<file path="src/rtl/div_approx_pkg.sv">
// Shared types for the sequential approximate-row divider: FSM states and row cell modes.
package div_approx_pkg;

  typedef enum logic [1:0] {
    IDLE = 2'd0,
    RUN  = 2'd1,
    DONE = 2'd2
  } state_t;

  typedef enum logic {
    CELL_EXACT  = 1'b0,
    CELL_APPROX = 1'b1
  } cell_mode_t;

endpackage

</file>
<file path="src/rtl/div_row_cell.sv">
// One subtractor cell of the shared divider row, selectable between exact and approximate borrow logic.
module div_row_cell
  import div_approx_pkg::*;
(
  input  logic       x_i,
  input  logic       y_i,
  input  logic       bin_i,
  input  cell_mode_t mode_i,
  output logic       diff_o,
  output logic       bout_o
);

  always_comb begin
    diff_o = x_i ^ y_i ^ bin_i;
    bout_o = (~x_i & y_i) | (~(x_i ^ y_i) & bin_i);
    // Approximate cell drops the borrow input entirely, cutting the ripple chain.
    if (mode_i == CELL_APPROX) begin
      diff_o = x_i;
      bout_o = ~x_i & ~y_i;
    end
  end

endmodule

</file>
<file path="src/rtl/divider_seq_approx_row.sv">
// Iterative restoring divider (2W / W) retiring one quotient bit per cycle through a single reusable
// row of W subtractor cells; the lowest APPROX_ROWS iterations may run on approximate cells.
module divider_seq_approx_row
  import div_approx_pkg::*;
#(
  parameter int W           = 8,
  parameter int APPROX_ROWS = 4
) (
  input  logic           clk,
  input  logic           rst,
  input  logic           in_valid,
  output logic           in_ready,
  input  logic [2*W-1:0] n,
  input  logic [W-1:0]   d,
  input  logic           approx_en,
  output logic           out_valid,
  input  logic           out_ready,
  output logic [W-1:0]   q,
  output logic [W-1:0]   r,
  output logic           div_zero,
  output logic           ovf
);

  localparam int KW = $clog2(W);
  localparam int AR = (APPROX_ROWS > W) ? W : APPROX_ROWS;

  state_t        state_q;
  logic [KW-1:0] k_q;
  logic [W-1:0]  rem_q;
  logic [W-1:0]  rem_d;
  logic [W-1:0]  low_q;
  logic [W-1:0]  dvs_q;
  logic [W-1:0]  quo_q;
  logic          ae_q;
  logic          in_ready_q;
  logic          out_valid_q;
  logic          dz_q;
  logic          ovf_q;

  logic [W-1:0]  win;
  logic [W-1:0]  diff;
  logic [W:0]    borrow;
  logic          top_bit;
  logic          qbit;
  cell_mode_t    mode;

  // Shifted window of the partial remainder; the bit shifted out (top_bit) forces a subtract.
  assign win     = {rem_q[W-2:0], low_q[k_q]};
  assign top_bit = rem_q[W-1];
  assign mode    = (ae_q && (int'(k_q) < AR)) ? CELL_APPROX : CELL_EXACT;

  assign borrow[0] = 1'b0;
  for (genvar i = 0; i < W; i++) begin : g_row
    div_row_cell u_cell (
      .x_i    (win[i]),
      .y_i    (dvs_q[i]),
      .bin_i  (borrow[i]),
      .mode_i (mode),
      .diff_o (diff[i]),
      .bout_o (borrow[i+1])
    );
  end

  assign qbit  = top_bit | ~borrow[W];
  assign rem_d = qbit ? diff : win;

  always_ff @(posedge clk) begin
    if (rst) begin
      state_q     <= IDLE;
      in_ready_q  <= 1'b1;
      out_valid_q <= 1'b0;
      quo_q       <= '0;
      rem_q       <= '0;
      dz_q        <= 1'b0;
      ovf_q       <= 1'b0;
      k_q         <= '0;
    end else begin
      unique case (state_q)
        IDLE: begin
          if (in_valid) begin
            low_q      <= n[W-1:0];
            rem_q      <= n[2*W-1:W];
            dvs_q      <= d;
            ae_q       <= approx_en;
            dz_q       <= (d == '0);
            ovf_q      <= (n[2*W-1:W] >= d);
            k_q        <= KW'(W - 1);
            in_ready_q <= 1'b0;
            state_q    <= RUN;
          end
        end
        RUN: begin
          quo_q[k_q] <= qbit;
          rem_q      <= rem_d;
          if (k_q == '0) begin
            out_valid_q <= 1'b1;
            state_q     <= DONE;
          end else begin
            k_q <= k_q - KW'(1);
          end
        end
        DONE: begin
          if (out_ready) begin
            out_valid_q <= 1'b0;
            in_ready_q  <= 1'b1;
            state_q     <= IDLE;
          end
        end
        default: state_q <= IDLE;
      endcase
    end
  end

  assign in_ready  = in_ready_q;
  assign out_valid = out_valid_q;
  assign q         = quo_q;
  assign r         = rem_q;
  assign div_zero  = dz_q;
  assign ovf       = ovf_q;

endmodule
</file>
<file path="config.mk">
export PLATFORM = sky130hd
export DESIGN_NAME = divider_seq_approx_row
export DESIGN_NICKNAME = d
export VERILOG_FILES = /design/src/rtl/div_approx_pkg.sv /design/src/rtl/div_row_cell.sv /design/src/rtl/divider_seq_approx_row.sv
export SDC_FILE = /design/constraint.sdc
export NUM_CORES = 1
export LEC_CHECK = 0
export CAP_MARGIN = 20
export CORE_AREA = 3 3 70 72
export CTS_BUF_LIST = sky130_fd_sc_hd__clkbuf_8
export CTS_CLUSTER_DIAMETER = 40
export DETAILED_ROUTE_END_ITERATION = 6
export DIE_AREA = 0 0 73 75
export DONT_BUFFER_PORTS = 1
export PLACE_DENSITY = 0.79
export SETUP_SLACK_MARGIN = 0.05
export SYNTH_ARGS = -nofsm -noshare
export SYNTH_HDL_FRONTEND = slang
export SYNTH_SLANG_ARGS = --single-unit
export TNS_END_PERCENT = 1
</file>
<file path="constraint.sdc">
create_clock -name clk -period 6.8 [get_ports clk]
set_input_delay 0.68 -clock clk [delete_from_list [all_inputs] [get_ports clk]]
set_output_delay 0.68 -clock clk [all_outputs]
set_load 0.05 [all_outputs]
</file>
==> impl_metrics.json, run 1 <==
{
  "critical_path_arrival_ns": 6.63,
  "area_growth_pct": 3.36,
  "vias_per_cell": 5.95,
  "power_mw": 0.663,
  "fp.dieW_um": 73,
  "synthArstFlopShare_pct": 0,
  "grt_pass1_vias": 1640,
  "detail-route-antenna-nets": 0,
  "crit_fanout": 14,
  "synthDistinctLibCells": 38,
  "pwr_density_cell_mw_per_mm2": 269,
  "syn_nets": 292,
  "tightest_slew_ns": 1.10,
  "finalWirelength_mm": 4.92,
  "core_sq_mm": 0.00435,
  "numCtsBuffers": 5,
  "end_kind": "flop",
  "fill_cells": 348,
  "p_leak_nw": 0.952,
  "cp-endpoint": "r[6]",
  "grt_max_degree": 27,
  "max_cap_violations": 0,
  "r2r_end": "r[6]",
  "cts_max_path_buffers": 2,
  "clock_latency_ns": 0.30,
  "yosys.area.top_type": "edfxtp_1",
  "relSlewSlack_pct": 26.8,
  "rrSetupSlack_ns": 0.37,
  "wl_per_cell_um": 17.5,
  "overflow": 0,
  "post-dp-hpwl_mm": 3.69,
  "grt_usage_pct": 19.8,
  "fp.dieH_um": 75,
  "synth_flop_cell": "dfxtp_1",
  "gp_congestion": 0.820,
  "pin_count": 49,
  "synth_seq_cells": 42,
  "numClockSinks": 42,
  "reg2reg_depth": 19,
  "drive_gt1_share_pct": 6.09,
  "antenna_found_initial": 0,
  "drc": 0,
  "cts_tree": "done",
  "cts_max_level": 2,
  "portBuffers": 0,
  "dieArea_sq_mm": 0.00548,
  "cts_root_buf": "clkbuf_8",
  "drt_iter0_drc": 55,
  "setup.worst_path.start": "k_q[0]",
  "dp_worst_setup_slack_ns": 0.332,
  "final_nets": 282,
  "synth_top_area_share_pct": 21.4,
  "fin_crit_sh_pct": 94.5,
  "clk_pin_slew_ns": 0.08,
  "vias": 1679,
  "met1_length_mm": 1.98,
  "netlist_area_sq_mm": 0.00238,
  "slew_violations": 0,
  "fin_tns_setup_ns": 0,
  "initial_core_util_pct": 54.7,
  "synth.area.top_cells": "edfxtp_1 (21%), dfxtp_1 (21%), ha_1 (8.9%)",
  "met2WireLength_mm": 2.39,
  "fin_crit_ns": 6.43,
  "status": "finished, final reports clean",
  "row_count": 24,
  "yosysWarnings": 0,
  "dr.pass1.iters": 4,
  "hold_class": "in2reg",
  "met3_length_um": 490,
  "syn-instance-count": 239,
  "rr_startpoint": "k_q[0]",
  "crit_required_ns": 7.00,
  "fin_ws_ns": 0.371,
  "grt_pass1_wl_mm": 8.05,
  "rsz0062_at_grt": "no",
  "top_layer_used": "met4",
  "clock-skew-final_ns": 0.00967,
  "ys_seq_area_share_pct": 42.4,
  "syn_area_per_cell_sq_um": 9.97,
  "fmax_mhz": 156,
  "setup_viol": 0,
  "synth_edf_count": 17,
  "hold_viol": 0,
  "vdd.ir_drop.worst_v": 0.000157,
  "cp-start-kind": "flop",
  "diodes": 0,
  "path_class": "reg2reg",
  "synth_common_cells": "dfxtp_1 (25), inv_1 (25), nand2_1 (20), a21oi_1 (19), nor2_1 (19)"
}
worst min-delay path by stage:
stage	from	cells after the start	slack, ns	end
6_report	rst	1	0.44	k_q[2]
5_1_grt	rst	1	0.42	r[0]
4_1_cts	rst	1	0.44	q[7]
3_5_place_dp	state_q[1]	2	0.64	state_q[1]
3_3_place_gp	state_q[1]	2	0.61	state_q[1]
2_1_floorplan	r[0]	2	0.51	r[0]
where the power goes:
group | leakage [nW] | total, mW | internal, mW | switching, mW
clock network | 0.0556 | 0.194 | 0.108 | 0.0863
logic | 0.533 | 0.132 | 0.0542 | 0.0781
registers | 0.363 | 0.337 | 0.283 | 0.0541
total | 0.952 | 0.663 | 0.445 | 0.218
critical path, cell delays in order (launching register included):
cell      delay, ns
dfxtp_1        0.52
mux4_2         0.30
o32ai_1        0.10
fa_1           0.38
mux2_1         0.32
fa_1           0.38
mux2_1         0.33
fa_1           0.37
mux2_1         0.32
fa_1           0.36
mux2_1         0.32
fa_1           0.37
mux2_1         0.32
fa_1           0.37
mux2_1         0.32
fa_1           0.38
nand2b_1       0.10
and2_2         0.31
o211ai_1       0.15
a221oi_1       0.29
routing by layer:
layer	track usage, %	up-vias
li1	-	806
met1	23.8	792
met2	32.3	75
met3	7.88	6
met4	6.97	0
met5	0	-
registers in the layout, summed over array words and instances (netlist names):
name	cells
k_q	3
dvs_q	8
div_zero	1
low_q	8
q	8
state_q	2
ae_q	1
r	8
out_valid	1
ovf	1
in_ready	1
metrics by stage:
stage | utilization [%] | std cells | cell area (sq um) | hold WS, ns
4_1_cts | 56.6 | 282 | 2460 | 0.436
6_report | 56.6 | 282 | 2460 | 0.441
5_1_grt | 56.6 | 282 | 2460 | 0.425
3_5_place_dp | 54.0 | 274 | 2350 | 0.639
2_1_floorplan | - | 239 | 2380 | 0.514
3_3_place_gp | 54.0 | 274 | 2350 | 0.615
area by class of cell:
class | count | area, sq um | share of cell area [%]
inverters | 27 | 101 | 4.11
flip-flops and latches | 42 | 1010 | 41.0
well taps | 52 | 65.1 | 2.64
repair buffers | 2 | 15.0 | 0.609
clock inverters | 3 | 41.3 | 1.68
clock buffers | 5 | 68.8 | 2.79
multi-input cells | 151 | 1160 | 47.1
kinds of logic after synthesis:
logic type               count (synthesis)  synth area share, %
adder cells (fa/ha/maj)                 24                 14.8
multiplexers                            15                 7.66
AO/OA/AOI/OAI                           49                 13.7
flip-flops                              42                 42.4
AND/OR/NAND/NOR                         61                 11.8
buffers and inverters                   46                 8.92
XOR/XNOR                                 2                0.735
layout by cell type, fill, tap and decap left out, drive strengths merged, types with 2 or more instances in the layout:
cell type	n
edfxtp	17
a21o	3
inv	28
a21oi	19
clkbuf	5
mux2	6
o21ai	3
nor2	19
nand2b	4
and2	2
mux2i	7
buf	2
nor4	4
o21bai	2
a221oi	8
nand3	2
a211oi	3
nor3	5
mux4	2
fa	7
o211ai	7
ha	17
nand2	20
dfxtp	25
repair_timing:
action	in CTS	in global routing
setup endpoints to repair	0	7
hold buffers	0	0
setup buffers	0	0
resized for setup	0	1
Power figures use the tool's default switching activity.
==> run 2, diff against run 1 <==
CORE_AREA = 2 2 69 71   (was 3 3 70 72)
DIE_AREA = 0 0 71 73   (was 0 0 73 75)
==> impl_metrics.json, run 2 (synthesized netlist as in run 1, its figures left out) <==
{
  "post-dp-hpwl_mm": 3.59,
  "max_cap_violations": 0,
  "vias": 1631,
  "hold_class": "in2reg",
  "drive_gt1_share_pct": 6.93,
  "crit_slowest_cell": "dfxtp_1",
  "portBuffers": 0,
  "detail-route-antenna-nets": 0,
  "cts_root_buf": "clkbuf_8",
  "cp_cell_sequence": "mux4_2 -> o32ai_1 -> fa_1 -> mux2_1 -> fa_1 -> mux2_1 -> fa_1 -> mux2_1 -> fa_1 -> mux2_1 -> fa_1 -> mux2_1 -> fa_1 -> mux2_1 -> fa_1 -> nand2b_1 -> and2_2 -> o211ai_1 -> a221oi_1",
  "dieArea_sq_mm": 0.00518,
  "overflow": 0,
  "hp-start": "rst",
  "pwr_density_cell_mw_per_mm2": 256,
  "cpPeakStageDelay_ns": 0.51,
  "finalWirelength_mm": 4.74,
  "critical-path-top-delay-family": "adder cells",
  "drt_iter0_drc": 85,
  "fin_hold_ws_ns": 0.439,
  "drc": 0,
  "p_leak_nw": 0.946,
  "grt_pass1_vias": 1715,
  "numCtsBuffers": 5,
  "grt_pass1_wl_mm": 7.94,
  "r2r_end": "r[7]",
  "relSlewSlack_pct": 48.5,
  "clk_pin_slew_ns": 0.09,
  "fp.dieH_um": 73,
  "grt_max_degree": 27,
  "switching_share_pct": 34.8,
  "cts_tree": "done",
  "power.switching_mw": 0.219,
  "diodes": 0,
  "reg2reg_depth": 19,
  "setup_viol": 0,
  "power_mw": 0.628,
  "final_nets": 283,
  "multiInputGateArea_sq_mm": 0.00116,
  "fmax_mhz": 158,
  "fin_crit_sh_pct": 93.3,
  "crit_required_ns": 7.01,
  "critPathBufInv": 0,
  "row_count": 25,
  "fp.dieW_um": 71,
  "vias_per_cell": 5.72,
  "critical_path_arrival_ns": 6.56,
  "crit_path_frequent_cell": "fa_1",
  "fin_crit_ns": 6.35,
  "clock_latency_ns": 0.30,
  "final_cell_mix": "inv_1 (25), dfxtp_1 (25), nand2_1 (20)",
  "min_path_cells": 1,
  "p_int_mw": 0.409,
  "crit_fanout": 14,
  "status": "finished, final reports clean",
  "gp_congestion": 0.841,
  "cp-start-kind": "flop",
  "tightest_slew_ns": 0.771,
  "end_kind": "flop",
  "numClockSinks": 42,
  "wl_per_cell_um": 16.6,
  "dr.pass1.iters": 5,
  "fill_cells": 427,
  "hold_viol": 0,
  "p_seq_share_pct": 53.6,
  "hold_end": "div_zero",
  "fin_tns_setup_ns": 0,
  "slew_violations": 0,
  "pin_count": 49,
  "path_class": "reg2reg",
  "initial_core_util_pct": 52.6,
  "core_sq_mm": 0.00454,
  "rsz0062_at_grt": "no",
  "p_clk_share_pct": 25.5,
  "rrSetupSlack_ns": 0.45,
  "area_growth_pct": 2.94,
  "vdd.ir_drop.worst_v": 0.000156,
  "p_comb_share_pct": 20.9,
  "rr_startpoint": "k_q[0]",
  "seq_area_sq_mm": 0.00101,
  "cts_max_level": 2,
  "cts_max_path_buffers": 2,
  "clock-skew-final_ns": 0.00729,
  "antenna_found_initial": 0,
  "grt_usage_pct": 19.9,
  "post-cts-setup-buffer-count": 0
}
## run 2: cell types whose count changed in the layout (fill, tap and decap cells not counted), sizes merged
cell,delta
clkinv,+2
buf,+1
inv,-1
bufinv,-1
## run 2: final cells by class
type                       count  area share, %
tap                           54           2.75
multi-input combinational    151           47.3
timing repair buffer           3          0.918
clock inverter                 3          0.867
sequential                    42           41.2
inverter                      27           4.13
clock buffer                   5           2.80
## run 2: stage by stage
step	worst slack (ns)	std cells	area (sq um)	util [%]
final	0.453	285	2450	54.1
after global routing	0.143	285	2450	54.1
after CTS	0.277	284	2440	53.9
after detailed placement	0.317	276	2350	51.9
after global placement	0.492	276	2350	51.9
after floorplan	0.800	239	2380	-
## run 2: worst max-delay path by stage
| stage | to | cells past startpoint | start |
|---|---|---|---|
| global placement | r[7] | 19 | k_q[0] |
| CTS | r[7] | 19 | k_q[0] |
| detailed placement | r[2] | 19 | k_q[0] |
| global route | r[4] | 19 | k_q[0] |
| floorplan | r[1] | 21 | k_q[0] |
| finish | r[7] | 19 | k_q[0] |
## run 2: what timing repair did
action	4_1_cts	5_1_grt
endpoints found under the setup margin	0	5
endpoints found under the hold margin	0	0
hold buffers	0	0
gates resized for setup	0	1
## run 2: per-layer routing
metal	vias up	routed length [um]	track usage [%]	part of all wire [%]
li1	809	-	-	-
met1	766	2060	24.2	44
met2	47	2320	33.4	49
met3	9	268	5.39	5.7
met4	0	87	8.18	1.8
met5	-	0	0	0
## run 2: power by group through the flow
stage / registers [mW] / clock network (mW) / logic (mW)
finish: 0.337 / 0.160 / 0.131
global route: 0.340 / 0.172 / 0.152
CTS: 0.337 / 0.166 / 0.131
detailed placement: 0.343 / 0 / 0.130
global placement: 0.342 / 0 / 0.125
floorplan: 0.316 / 0 / 0.140
